==> config.mk <==
export PLATFORM = sky130hd
export DESIGN_NAME = mem_stage
export DESIGN_NICKNAME = d
export VERILOG_FILES = /design/src/rtl/mem_stage.sv
export SDC_FILE = /design/constraint.sdc
export NUM_CORES = 1
export LEC_CHECK = 0
export ABC_CLOCK_PERIOD_IN_PS = 10040
export CORE_ASPECT_RATIO = 0.75
export CORE_MARGIN = 2
export CORE_UTILIZATION = 40
export CTS_CLUSTER_SIZE = 16
export DETAILED_ROUTE_END_ITERATION = 8
export PLACE_DENSITY = 0.74
export SKIP_CTS_REPAIR_TIMING = 1
export SKIP_LAST_GASP = 1
export SYNTH_ARGS = -nofsm -noshare
export SYNTH_HDL_FRONTEND = slang
export SYNTH_SLANG_ARGS = --single-unit
==> constraint.sdc <==
create_clock -name clk -period 10.04 [get_ports clk]
set_input_delay 3.012 -clock clk [delete_from_list [all_inputs] [get_ports clk]]
set_output_delay 3.012 -clock clk [all_outputs]
set_load 0.05 [all_outputs]
==> src/rtl/mem_stage.sv <==
// Memory-access pipeline stage: issues loads/stores over a req/gnt/rvalid bus, formats load data and bubbles mem_wb while busy.
// Optional MEM_STAGE_MISALIGN_TRAP_EN: misaligned H/W accesses skip the bus and raise misalign_err instead.
module mem_stage #(
  parameter int TIMEOUT = 16
) (
  input  logic        clk,
  input  logic        rst,
  input  logic        valid_in,
  input  logic [31:0] alu_y_in,
  input  logic [31:0] store_data_in,
  input  logic [4:0]  rd_in,
  input  logic        regWrite_in,
  input  logic        memRead_in,
  input  logic        memWrite_in,
  input  logic [2:0]  funct3_in,
  output logic        stall,
  output logic        dmem_req,
  output logic        dmem_we,
  output logic [31:0] dmem_addr,
  output logic [3:0]  dmem_be,
  output logic [31:0] dmem_wdata,
  input  logic        dmem_gnt,
  input  logic        dmem_rvalid,
  input  logic [31:0] dmem_rdata,
  output logic [31:0] mem_data,
  output logic [31:0] alu_y,
  output logic [4:0]  rd,
  output logic        regWrite,
  output logic        memRead,
  output logic        bus_err,
  output logic        misalign_err
);

  localparam int CW = $clog2(TIMEOUT);
  localparam logic [CW-1:0] CNT_LAST = CW'(TIMEOUT - 1);

  typedef enum logic [1:0] {IDLE, REQ, WAIT, DONE} state_t;

  state_t        state_q, state_d;
  logic [31:0]   addr_q, addr_d;
  logic [31:0]   sdata_q, sdata_d;
  logic [31:0]   rdata_q, rdata_d;
  logic [4:0]    rd_q, rd_d;
  logic          regw_q, regw_d;
  logic          load_q, load_d;
  logic [2:0]    f3_q, f3_d;
  logic [CW-1:0] cnt_q, cnt_d;
  logic          berr_q, berr_d;
  logic          merr_q, merr_d;

  logic mem_op;
  logic misalign_in;

  assign mem_op = valid_in & (memRead_in | memWrite_in);

`ifdef MEM_STAGE_MISALIGN_TRAP_EN
  assign misalign_in = ((funct3_in[1:0] == 2'b01) && alu_y_in[0]) ||
                       ((funct3_in[1:0] == 2'b10) && (alu_y_in[1:0] != 2'b00));
`else
  assign misalign_in = 1'b0;
`endif

  function automatic logic [31:0] load_fmt(input logic [31:0] d, input logic [1:0] off,
                                           input logic [2:0] f3);
    logic [7:0]  b;
    logic [15:0] h;
    b = d[8*off +: 8];
    h = off[1] ? d[31:16] : d[15:0];
    case (f3)
      3'b000:  return {{24{b[7]}}, b};
      3'b100:  return {24'b0, b};
      3'b001:  return {{16{h[15]}}, h};
      3'b101:  return {16'b0, h};
      default: return d;
    endcase
  endfunction

  // Half-word lanes use only off[1]; words always use all four lanes.
  function automatic logic [3:0] be_fmt(input logic [1:0] off, input logic [2:0] f3);
    case (f3[1:0])
      2'b00:   return 4'b0001 << off;
      2'b01:   return off[1] ? 4'b1100 : 4'b0011;
      default: return 4'b1111;
    endcase
  endfunction

  function automatic logic [31:0] wdata_fmt(input logic [31:0] d, input logic [2:0] f3);
    case (f3[1:0])
      2'b00:   return {4{d[7:0]}};
      2'b01:   return {2{d[15:0]}};
      default: return d;
    endcase
  endfunction

  always_comb begin
    state_d = state_q;
    addr_d  = addr_q;
    sdata_d = sdata_q;
    rdata_d = rdata_q;
    rd_d    = rd_q;
    regw_d  = regw_q;
    load_d  = load_q;
    f3_d    = f3_q;
    cnt_d   = cnt_q;
    berr_d  = berr_q;
    merr_d  = merr_q;

    stall        = 1'b0;
    dmem_req     = 1'b0;
    dmem_we      = 1'b0;
    dmem_addr    = 32'b0;
    dmem_be      = 4'b0;
    dmem_wdata   = 32'b0;
    mem_data     = 32'b0;
    alu_y        = 32'b0;
    rd           = 5'b0;
    regWrite     = 1'b0;
    memRead      = 1'b0;
    bus_err      = 1'b0;
    misalign_err = 1'b0;

    case (state_q)
      IDLE: begin
        if (mem_op) begin
          stall   = 1'b1;
          addr_d  = alu_y_in;
          sdata_d = store_data_in;
          rd_d    = rd_in;
          regw_d  = regWrite_in;
          load_d  = memRead_in;
          f3_d    = funct3_in;
          rdata_d = 32'b0;
          cnt_d   = '0;
          berr_d  = 1'b0;
          merr_d  = misalign_in;
          if (misalign_in) begin
            state_d = DONE;
          end else begin
            dmem_req   = 1'b1;
            dmem_we    = ~memRead_in;
            dmem_addr  = {alu_y_in[31:2], 2'b00};
            dmem_be    = be_fmt(alu_y_in[1:0], funct3_in);
            dmem_wdata = wdata_fmt(store_data_in, funct3_in);
            if (dmem_gnt) state_d = memRead_in ? WAIT : DONE;
            else          state_d = REQ;
          end
        end else begin
          alu_y    = alu_y_in;
          rd       = rd_in;
          regWrite = regWrite_in;
          memRead  = memRead_in;
        end
      end
      REQ: begin
        stall      = 1'b1;
        dmem_req   = 1'b1;
        dmem_we    = ~load_q;
        dmem_addr  = {addr_q[31:2], 2'b00};
        dmem_be    = be_fmt(addr_q[1:0], f3_q);
        dmem_wdata = wdata_fmt(sdata_q, f3_q);
        if (dmem_gnt) state_d = load_q ? WAIT : DONE;
      end
      WAIT: begin
        stall = 1'b1;
        if (dmem_rvalid) begin
          rdata_d = load_fmt(dmem_rdata, addr_q[1:0], f3_q);
          state_d = DONE;
        end else if (cnt_q == CNT_LAST) begin
          berr_d  = 1'b1;
          state_d = DONE;
        end else begin
          cnt_d = cnt_q + 1'b1;
        end
      end
      DONE: begin
        alu_y    = addr_q;
        rd       = rd_q;
        regWrite = regw_q & ~berr_q & ~merr_q;
        memRead  = load_q;
        mem_data = rdata_q;
        bus_err  = berr_q;
`ifdef MEM_STAGE_MISALIGN_TRAP_EN
        misalign_err = merr_q;
`endif
        state_d  = IDLE;
      end
      default: state_d = IDLE;
    endcase

    // Pass-through paths would otherwise leak inputs while reset is held.
    if (rst) begin
      stall        = 1'b0;
      dmem_req     = 1'b0;
      dmem_we      = 1'b0;
      dmem_addr    = 32'b0;
      dmem_be      = 4'b0;
      dmem_wdata   = 32'b0;
      mem_data     = 32'b0;
      alu_y        = 32'b0;
      rd           = 5'b0;
      regWrite     = 1'b0;
      memRead      = 1'b0;
      bus_err      = 1'b0;
      misalign_err = 1'b0;
    end
  end

  always_ff @(posedge clk or posedge rst) begin
    if (rst) begin
      state_q <= IDLE;
      addr_q  <= 32'b0;
      sdata_q <= 32'b0;
      rdata_q <= 32'b0;
      rd_q    <= 5'b0;
      regw_q  <= 1'b0;
      load_q  <= 1'b0;
      f3_q    <= 3'b0;
      cnt_q   <= '0;
      berr_q  <= 1'b0;
      merr_q  <= 1'b0;
    end else begin
      state_q <= state_d;
      addr_q  <= addr_d;
      sdata_q <= sdata_d;
      rdata_q <= rdata_d;
      rd_q    <= rd_d;
      regw_q  <= regw_d;
      load_q  <= load_d;
      f3_q    <= f3_d;
      cnt_q   <= cnt_d;
      berr_q  <= berr_d;
      merr_q  <= merr_d;
    end
  end

endmodule

==> summary.md, run 1 <==
| Metric | Value |
|---|---|
| Syn-to-layout area delta | `44.6%` |
| Max Cap Violations | `0` |
| Post-Syn Area | `0.00730 mm²` |
| RePlAce Congestion | `between 0.8 and 0.9` |
| Met1 WL | `around 12000 µm` |
| Pre-CTS setup slack | `1.17 ns` |
| Top cell type's share of synthesized area | `0.387` |
| Average wire per standard cell | `17.3 µm` |
| Leak | `~4.5 nW` |
| Post-Route WL | `24700 µm` |
| Vias per cell | `5.32` |
| Core Area | `around 0.018 mm²` |
| Initial Util | `0.411` |
| Hold Path Origin | `rdata_q[6]$_DFFE_PP0P_` |
| Row Count | `42` |
| Die area | `roughly 0.019 mm²` |
| Yosys warning count | `0` |
| Overflow after GRT | `0` |
| Maximum fanout along the worst path | `28` |
| Worst slew pin tran | `a little over 1 ns` |
| EDFF count, synth | `0` |
| Vias in the first global route | `between 7000 and 8000` |
| Worst r2r src | `addr_q[1]$_DFFE_PP0N_` |
| DPL Wire Length | `approximately 17000 µm` |
| Nets | `between 1000 and 1500` |
| CTS max path bufs | `2` |
| Wire length on met2 | `about 11000 µm` |
| Clock slew at reported path FFs | `around 0.050 ns` |
| # DRC | `0` |
| Gate Count Post-Synth | `approximately 960` |
| Tmin final | `between 8 and 9 ns` |
| Critical Path Source Type | `primary input` |
| Clock Tree Root | `clkbuf_16` |
| Num Clock Sinks | `between 100 and 150` |
| Port Buffers | `around 250` |
| Placed cell count | `between 1000 and 1500` |
| Fin util | `0.594` |
| Final Hold Vio Count | `0` |
| WL met3 | `~1700 µm` |
| Max-slew violations | `0` |
| First-pass GRT wire length | `between 30000 and 40000 µm` |
| Io pins | `between 200 and 300` |
| Arrival time at the worst endpoint | `5.87 ns` |
| DRT antenna net count | `0` |
| Top cells by area, synth | `dfrtp_1, nand2_1, a21oi_1` |
| Die W | `around 160 µm` |
| Crit path capture type | `primary output` |
| CP Class | `in2out` |
| Sequential area share after synthesis | `0.387` |
| CTS tree | `yes` |
| Relative slew slack | `0.313` |
| Antenna violations before repair | `1` |
| Max IR drop VDD | `approximately 130 µV` |
| Setup tns final | `0 ns` |
| Worst setup margin | `1.15 ns` |
| Ys flop type | `dfrtp_1` |
| Pwr per Cell Area | `between 200 and 300 mW/mm²` |
| Global Route Usage Sum | `0.255` |
| Final Skew | `roughly 0.008 ns` |
| Critical Path RT | `around 7.0 ns` |
| Die height | `121 µm` |
| Fraction of layout instances using a drive strength above 1 | `0.0871` |
| TritonRoute pass-1 iters | `5` |
| Clock latency on the worst-skew pair | `around 0.42 ns` |
| Async set-reset flop share out of synthesis | `1.00` |
| Largest net degree at the start of global routing | `97` |
| Highest routing layer actually used | `met5` |
| Fin cells | `between 1000 and 1500` |
| Initial drt markers | `~580` |
| Total CTS buffers | `17` |
| Antenna diode count | `0` |
| Placed cell areas | `between 0.009 and 0.01 mm²` |
| Dominant cell type by area after synthesis | `dfrtp_1` |
| Vias | `between 7000 and 8000` |
| Outcome | `finished, final reports clean` |
| CP Launch Point | `memRead_in` |
| Final worst path period share | `0.885` |
| Hold crit path type | `reg2reg` |
| FF+latch count, synth | `113` |
| F_max | `roughly 0.11 GHz` |
| Finished layout cell area | `~0.011 mm²` |
| Unique masters post-synth | `52` |
| RSZ-0062 raised after global routing | `false` |
| H-tree Lvls | `4` |
| Final setup violation count | `0` |
| Average size of a mapped cell | `around 7.6 µm²` |
==> final cells by class <==
cell class / count / area (µm²)
Fill cell: 1607 / 7210
Clock buffer: 19 / 453
Inverter: 10 / 41.3
Multi-Input combinational cell: 758 / 4100
Timing Repair Buffer: 270 / 2670
Sequential cell: 113 / 2830
Tap cell: 242 / 303
Clock inverter: 13 / 161
==> placed cells by master (no fill, tap or decap), drive strengths merged, types with 3 or more instances in the layout <==
cell type      Yosys  layout
inv               10       9
o22a               6       6
a21oi             79      79
o21ai             63      63
nor2              96      96
clkinvlp           0       5
and2              35      35
bufinv             0       3
nand2            307     307
mux2              25      25
clkdlybuf4s50      0     252
clkinv             0       6
ha                 6       6
mux2i             28      28
nand3              4       4
clkbuf            36      19
o31ai              9       9
o211ai             8       8
conb               1       3
a21boi             7       7
nand2b             6       6
o221ai             7       7
nor2b              4       4
buf               42      18
dfrtp            113     113
a22oi             40      40
==> metrics by stage <==
stage          hold WS [ns]  power [W]
2_1_floorplan         0.440    0.00194
3_3_place_gp          0.453    0.00239
3_5_place_dp          0.460    0.00241
4_1_cts               0.473    0.00305
5_1_grt               0.492    0.00325
6_report              0.464    0.00305
==> synth_stat cells, types with 7 or more instances <==
cell,number
clkbuf_1,36
o221ai_1,7
o31ai_1,8
inv_1,10
a21oi_1,78
o21ai_0,51
o21ai_2,11
nor2_1,94
and2_1,34
a22oi_1,40
o211ai_1,8
buf_2,30
mux2i_1,28
nand2_1,307
mux2_2,25
dfrtp_1,113
==> cell families after synthesis <==
logic type | count (synthesis) | share of synthesized area
other cells | 1 | 0.000514
mux | 54 | 0.0801
compound gates | 230 | 0.204
fa+ha+maj | 6 | 0.0103
flops | 113 | 0.387
buf+inv | 88 | 0.0545
simple gates | 465 | 0.263
==> layer usage <==
| metal | global-route usage | vias up |
|---|---|---|
| met4 | 0.0569 | 2 |
| met2 | 0.391 | 284 |
| met5 | 0 | - |
| met3 | 0.0639 | 24 |
| met1 | 0.363 | 3609 |
| li1 | - | 3655 |
==> worst max-delay path, cell delays in order <==
cell	delay, ns
clkdlybuf4s50_1	0.59
o21ai_2	0.17
nor2_4	0.64
buf_4	0.34
nand2_1	0.10
a21oi_1	0.15
clkdlybuf4s50_1	0.85
==> registers in the layout, indices dropped and copies added (netlist names) <==
| signal | count |
|---|---|
| addr_q | 32 |
| rdata_q | 32 |
| sdata_q | 32 |
| rd_q | 5 |
| cnt_q | 4 |
| f3_q | 3 |
| state_q | 2 |
| berr_q | 1 |
| load_q | 1 |
| regw_q | 1 |
==> worst paths after layout <==
| kind | endpoint | slack, ns | depth (start not counted) |
|---|---|---|---|
| hold / removal | rdata_q[6]$_DFFE_PP0P_ | 0.46 | 2 |
| min in group asynchronous | addr_q[5]$_DFFE_PP0N_ | 3.24 | 3 |
| setup reg to reg | rdata_q[28]$_DFFE_PP0P_ | 7.29 | 4 |
| hold reg to reg | rdata_q[6]$_DFFE_PP0P_ | 0.46 | 2 |
| max in group asynchronous | addr_q[26]$_DFFE_PP0N_ | 5.39 | 4 |
| setup / recovery | dmem_addr[26] | 1.15 | 7 |
==> power breakdown <==
group          total [W]  internal [W]  switching, W  leakage [nW]
clock network   0.000627      0.000402      0.000225         0.291
registers       0.000812      0.000654      0.000158          1.45
logic            0.00161      0.000564       0.00104          2.73
total            0.00305       0.00162       0.00142          4.48
Power figures use the tool's default switching activity.
==> inputs of run 2 (changes only) <==
Settings changed: CORE_UTILIZATION 40 to 46, PLACE_DENSITY 0.74 to 0.83.
==> summary.md, run 2 (same netlist as run 1, synthesis figures left out) <==
| Metric | Value |
|---|---|
| Outcome | `finished, final reports clean` |
| Antenna violations before repair | `0` |
| Antenna diode count | `0` |
| Clock slew at reported path FFs | `~0.060 ns` |
| Hold crit path type | `reg2reg` |
| Global Route Usage Sum | `0.293` |
| Maximum fanout along the worst path | `30` |
| Worst slew pin tran | `roughly 1 ns` |
| Die height | `between 100 and 150 µm` |
| Crit path capture type | `primary output` |
| Max Cap Violations | `0` |
| CTS tree | `yes` |
| H-tree Lvls | `4` |
| Leading cell type in the layout, fill and taps excluded | `nand2_1` |
| Crit-path slowest cell | `clkdlybuf4s50_1` |
| Num Clock Sinks | `~110` |
| RSZ-0062 raised after global routing | `false` |
| Relative slew slack | `0.334` |
| Critical Path Source Type | `primary input` |
| Die W | `149 µm` |
| Final Hold Vio Count | `0` |
| Fin Hold WS | `between 0.4 and 0.5 ns` |
| Fill count | `approximately 1200` |
| Port Buffers | `252` |
| Placed cell areas | `between 0.009 and 0.01 mm²` |
| Max IR drop VDD | `about 180 µV` |
| RePlAce Congestion | `0.849` |
| Final worst path period share | `0.888` |
| Fraction of layout instances using a drive strength above 1 | `0.0824` |
| Initial drt markers | `approximately 730` |
| Pwr per Cell Area | `291 mW/mm²` |
| Worst path max stage delay | `0.83 ns` |
| Most frequent cells in the layout | `nand2_1, clkdlybuf4s50_1, dfrtp_1, nor2_1, a21oi_1` |
| Fin util | `0.681` |
| Vias in the first global route | `about 7400` |
| # DRC | `0` |
| CP Class | `in2out` |
| Final setup violation count | `0` |
| CTS max path bufs | `2` |
| Initial Util | `0.475` |
| Worst setup margin | `between 1 and 1.5 ns` |
| Max-slew violations | `0` |
| Syn-to-layout area delta | `43.4%` |
| Nets | `between 1000 and 1500` |
| Largest net degree at the start of global routing | `89` |
| Seq. cell area | `about 0.0028 mm²` |
| Arrival time at the worst endpoint | `between 5 and 6 ns` |
| Area occupied by multi-input gates | `between 0.004 and 0.005 mm²` |
| Vias | `~7800` |
| Overflow after GRT | `0` |
| Tmin final | `just under 9 ns` |
| Die area | `about 0.017 mm²` |
| CP Cell Sequence | `clkdlybuf4s50_1 > o21ai_2 > and2_1 > buf_4 > a22oi_1 > nor2_1 > clkdlybuf4s50_1` |
| Core Area | `0.0154 mm²` |
| TritonRoute pass-1 iters | `5` |
| Finished layout cell area | `roughly 0.010 mm²` |
| Setup tns final | `0 ns` |
| Top cell by count, worst path | `clkdlybuf4s50_1` |
| DPL Wire Length | `~17000 µm` |
| First-pass GRT wire length | `approximately 39000 µm` |
| DRT antenna net count | `0` |
| Final Skew | `between 0.01 and 0.015 ns` |
| F_max | `approximately 0.11 GHz` |
| Clock Tree Root | `clkbuf_16` |
| Regs by FF count | `addr_q (32), rdata_q (32), sdata_q (32)` |
| Vias per cell | `between 5 and 6` |
| Row Count | `39` |
| Average wire per standard cell | `17.8 µm` |
| Clock latency on the worst-skew pair | `approximately 0.4 ns` |
| Post-Route WL | `24600 µm` |
| Total CTS buffers | `17` |
| Leak | `about 4.5 nW` |
| Pre-CTS setup slack | `about 1.2 ns` |
| Critical Path RT | `7.03 ns` |
| Io pins | `about 260` |
==> run 2: changes by cell type in the layout (fill, tap and decap cells not counted), sizes merged <==
cell	before	now
buf	18	14
clkbuf	19	20
clkinv	6	3
==> run 2: cell type report <==
class / instances / share of cell area
Clock buffer: 20 / 0.0446
Clock inverter: 10 / 0.0129
Inverter: 10 / 0.00395
Multi-Input combinational cell: 758 / 0.392
Sequential cell: 113 / 0.270
Tap cell: 205 / 0.0245
Timing Repair Buffer: 266 / 0.252
==> run 2: per-layer routing <==
metal  track usage  share of wire  vias to the layer above
met5             0              0                        -
met4        0.0781          0.015                        0
met3        0.0536          0.084                       36
met2         0.459           0.46                      415
met1         0.418           0.44                     3725
li1              -              -                     3646
==> run 2: worst max-delay path: cells and delay by family <==
| family | cells | cell delay [ns] |
|---|---|---|
| buf+inv | 3 | 1.78 |
| simple gates | 2 | 0.58 |
| compound gates | 2 | 0.52 |
==> run 2: path summary, 6_finish.rpt <==
path	startpoint	to	cells after the start	slack, ns
min in group asynchronous	rst	sdata_q[22]$_DFFE_PP0N_	3	3.45
worst min register to register	rdata_q[23]$_DFFE_PP0P_	rdata_q[23]$_DFFE_PP0P_	2	0.47
max in group asynchronous	rst	rdata_q[5]$_DFFE_PP0P_	4	5.23
worst max register to register	addr_q[1]$_DFFE_PP0N_	rdata_q[28]$_DFFE_PP0P_	4	7.26
worst min-delay path	rdata_q[23]$_DFFE_PP0P_	rdata_q[23]$_DFFE_PP0P_	2	0.47
worst max-delay path	memRead_in	alu_y[28]	7	1.12
==> run 2: report_power, final <==
part | internal (W) | leakage (nW) | switching (W) | total, W
Sequential | 0.000654 | 1.45 | 0.000175 | 0.000828
Combinational | 0.000558 | 2.71 | 0.00104 | 0.00159
Clock | 0.000406 | 0.286 | 0.000214 | 0.000619
==> run 2: metrics by stage <==
stage / std cells / power, W
2_1_floorplan: 959 / 0.00194
3_3_place_gp: 1352 / 0.00236
3_5_place_dp: 1352 / 0.00241
4_1_cts: 1382 / 0.00304
5_1_grt: 1382 / 0.00324
6_report: 1382 / 0.00304
==> inputs of run 3 (changes only) <==
Settings changed: GPL_ROUTABILITY_DRIVEN set to 0, PLACE_DENSITY 0.83 to not set, PLACE_DENSITY_LB_ADDON set to 0.25.
==> summary.md, run 3 (same netlist as run 1, synthesis figures left out) <==
| Metric | Value |
|---|---|
| Outcome | `finished, final reports clean` |
| Placed cell count | `between 1000 and 1500` |
| Vias | `7608` |
| Max IR drop VDD | `between 150 and 200 µV` |
| Worst slew pin tran | `around 1 ns` |
| RSZ-0062 raised after global routing | `false` |
| Core Area | `between 0.015 and 0.02 mm²` |
| Clock Tree Root | `clkbuf_16` |
| Leak | `4.46 nW` |
| Die W | `~150 µm` |
| Clock latency on the worst-skew pair | `between 0.4 and 0.5 ns` |
| Largest net degree at the start of global routing | `86` |
| CP Class | `in2out` |
| Average wire per standard cell | `between 15 and 20 µm` |
| Cell-internal power | `between 0.0015 and 0.002 W` |
| Post-Route WL | `between 20000 and 25000 µm` |
| Regs by FF count | `addr_q (32), rdata_q (32), sdata_q (32)` |
| Fin cells | `between 1000 and 1500` |
| Clk network pwr share | `0.207` |
| Row Count | `39` |
| Fraction of layout instances using a drive strength above 1 | `0.0831` |
| CTS max path bufs | `2` |
| Clock slew at reported path FFs | `0.06 ns` |
| Relative slew slack | `0.322` |
| Hold crit path type | `reg2reg` |
| Pwr per Cell Area | `between 200 and 300 mW/mm²` |
| Switching power | `~0.0014 W` |
| Combinational share of power | `0.518` |
| Total CTS buffers | `17` |
| DPL Wire Length | `16100 µm` |
| Fin util | `0.683` |
| Critical Path RT | `roughly 7.0 ns` |
| Vias in the first global route | `between 7000 and 8000` |
| Most frequent cells in the layout | `nand2_1, clkdlybuf4s50_1, dfrtp_1, nor2_1, a21oi_1` |
| Maximum fanout along the worst path | `23` |
| TritonRoute pass-1 iters | `7` |
| Max Cap Violations | `0` |
| Reg power frac | `0.275` |
| Final Skew | `about 0.0078 ns` |
| Sw Share | `0.466` |
| Vias per cell | `between 5 and 6` |
| DRT antenna net count | `0` |
| Initial Util | `0.475` |
| Critical Path Source Type | `primary input` |
| Fill count | `approximately 1300` |
| F_max | `roughly 0.11 GHz` |
| First-pass GRT wire length | `between 30000 and 40000 µm` |
| Final worst path period share | `0.872` |
| Die height | `between 100 and 150 µm` |
| # DRC | `0` |
| Antenna diode count | `0` |
| Overflow after GRT | `0` |
| Final setup violation count | `0` |
| Max-slew violations | `0` |
| Io pins | `roughly 260` |
| Num Clock Sinks | `about 110` |
| Tmin final | `8.75 ns` |
| Final Hold Vio Count | `0` |
| Leading cell type in the layout, fill and taps excluded | `nand2_1` |
| Crit path capture type | `primary output` |
| Nets | `about 1300` |
| Worst hold path depth | `2` |
| Die area | `about 0.017 mm²` |
| Global Route Usage Sum | `0.285` |
| Final Power | `between 0.003 and 0.004 W` |
| Syn-to-layout area delta | `43.8%` |
| Arrival time at the worst endpoint | `between 5 and 6 ns` |
| Port Buffers | `around 250` |
| Antenna violations before repair | `0` |
| Fin Hold WS | `0.465 ns` |
| H-tree Lvls | `4` |
| Initial drt markers | `688` |
| CTS tree | `yes` |
| Setup tns final | `0 ns` |
| Reg2reg path depth | `4` |
[run 3: worst max-delay path, stage by stage]
cell and delay, ns:
clkdlybuf4s50_1 0.61, o21ai_2 0.18, nor2_4 0.49, buf_4 0.35, nand2_1 0.11, a21oi_1 0.15
clkdlybuf4s50_1 0.83
[run 3: power groups by stage]
stage                     clock, W  combinational [W]  sequential (W)
after detailed placement         0            0.00156        0.000835
after CTS                 0.000634            0.00157        0.000831
after global placement           0            0.00155        0.000829
after floorplan                  0            0.00118        0.000758
final                     0.000629            0.00157        0.000836
after global routing      0.000655            0.00171        0.000863
[run 3: cell type report]
type,count,area (µm²),area share
clock buffers,22,474,0.0452
clock inverters,10,133,0.0126
inverters,10,41.3,0.00394
multi-input cells,758,4100,0.391
flip-flops and latches,113,2830,0.270
well taps,205,256,0.0244
repair buffers,267,2660,0.254
[run 3: per-layer routing]
layer	share of wire	track usage
met5	0	0
met4	0.022	0.0921
met3	0.081	0.0617
met2	0.45	0.424
met1	0.45	0.415
[run 3: per-stage QoR]
step                      setup WS (ns)  instance area, µm²
final                              1.29               10500
after global routing               1.14               10500
after CTS                          1.29               10500
after detailed placement           1.31                9880
after global placement             1.36                9880
after floorplan                    1.15                7310
[run 3: path summary, 6_finish.rpt]
kind / slack, ns / startpoint / end
max: 1.29 / memRead_in / dmem_addr[28]
min: 0.47 / rdata_q[22]$_DFFE_PP0P_ / rdata_q[22]$_DFFE_PP0P_
max reg2reg: 7.31 / addr_q[1]$_DFFE_PP0N_ / rdata_q[27]$_DFFE_PP0P_
min reg2reg: 0.47 / rdata_q[22]$_DFFE_PP0P_ / rdata_q[22]$_DFFE_PP0P_
max in group asynchronous: 5.38 / rst / sdata_q[26]$_DFFE_PP0N_
min in group asynchronous: 3.34 / rst / rdata_q[0]$_DFFE_PP0P_
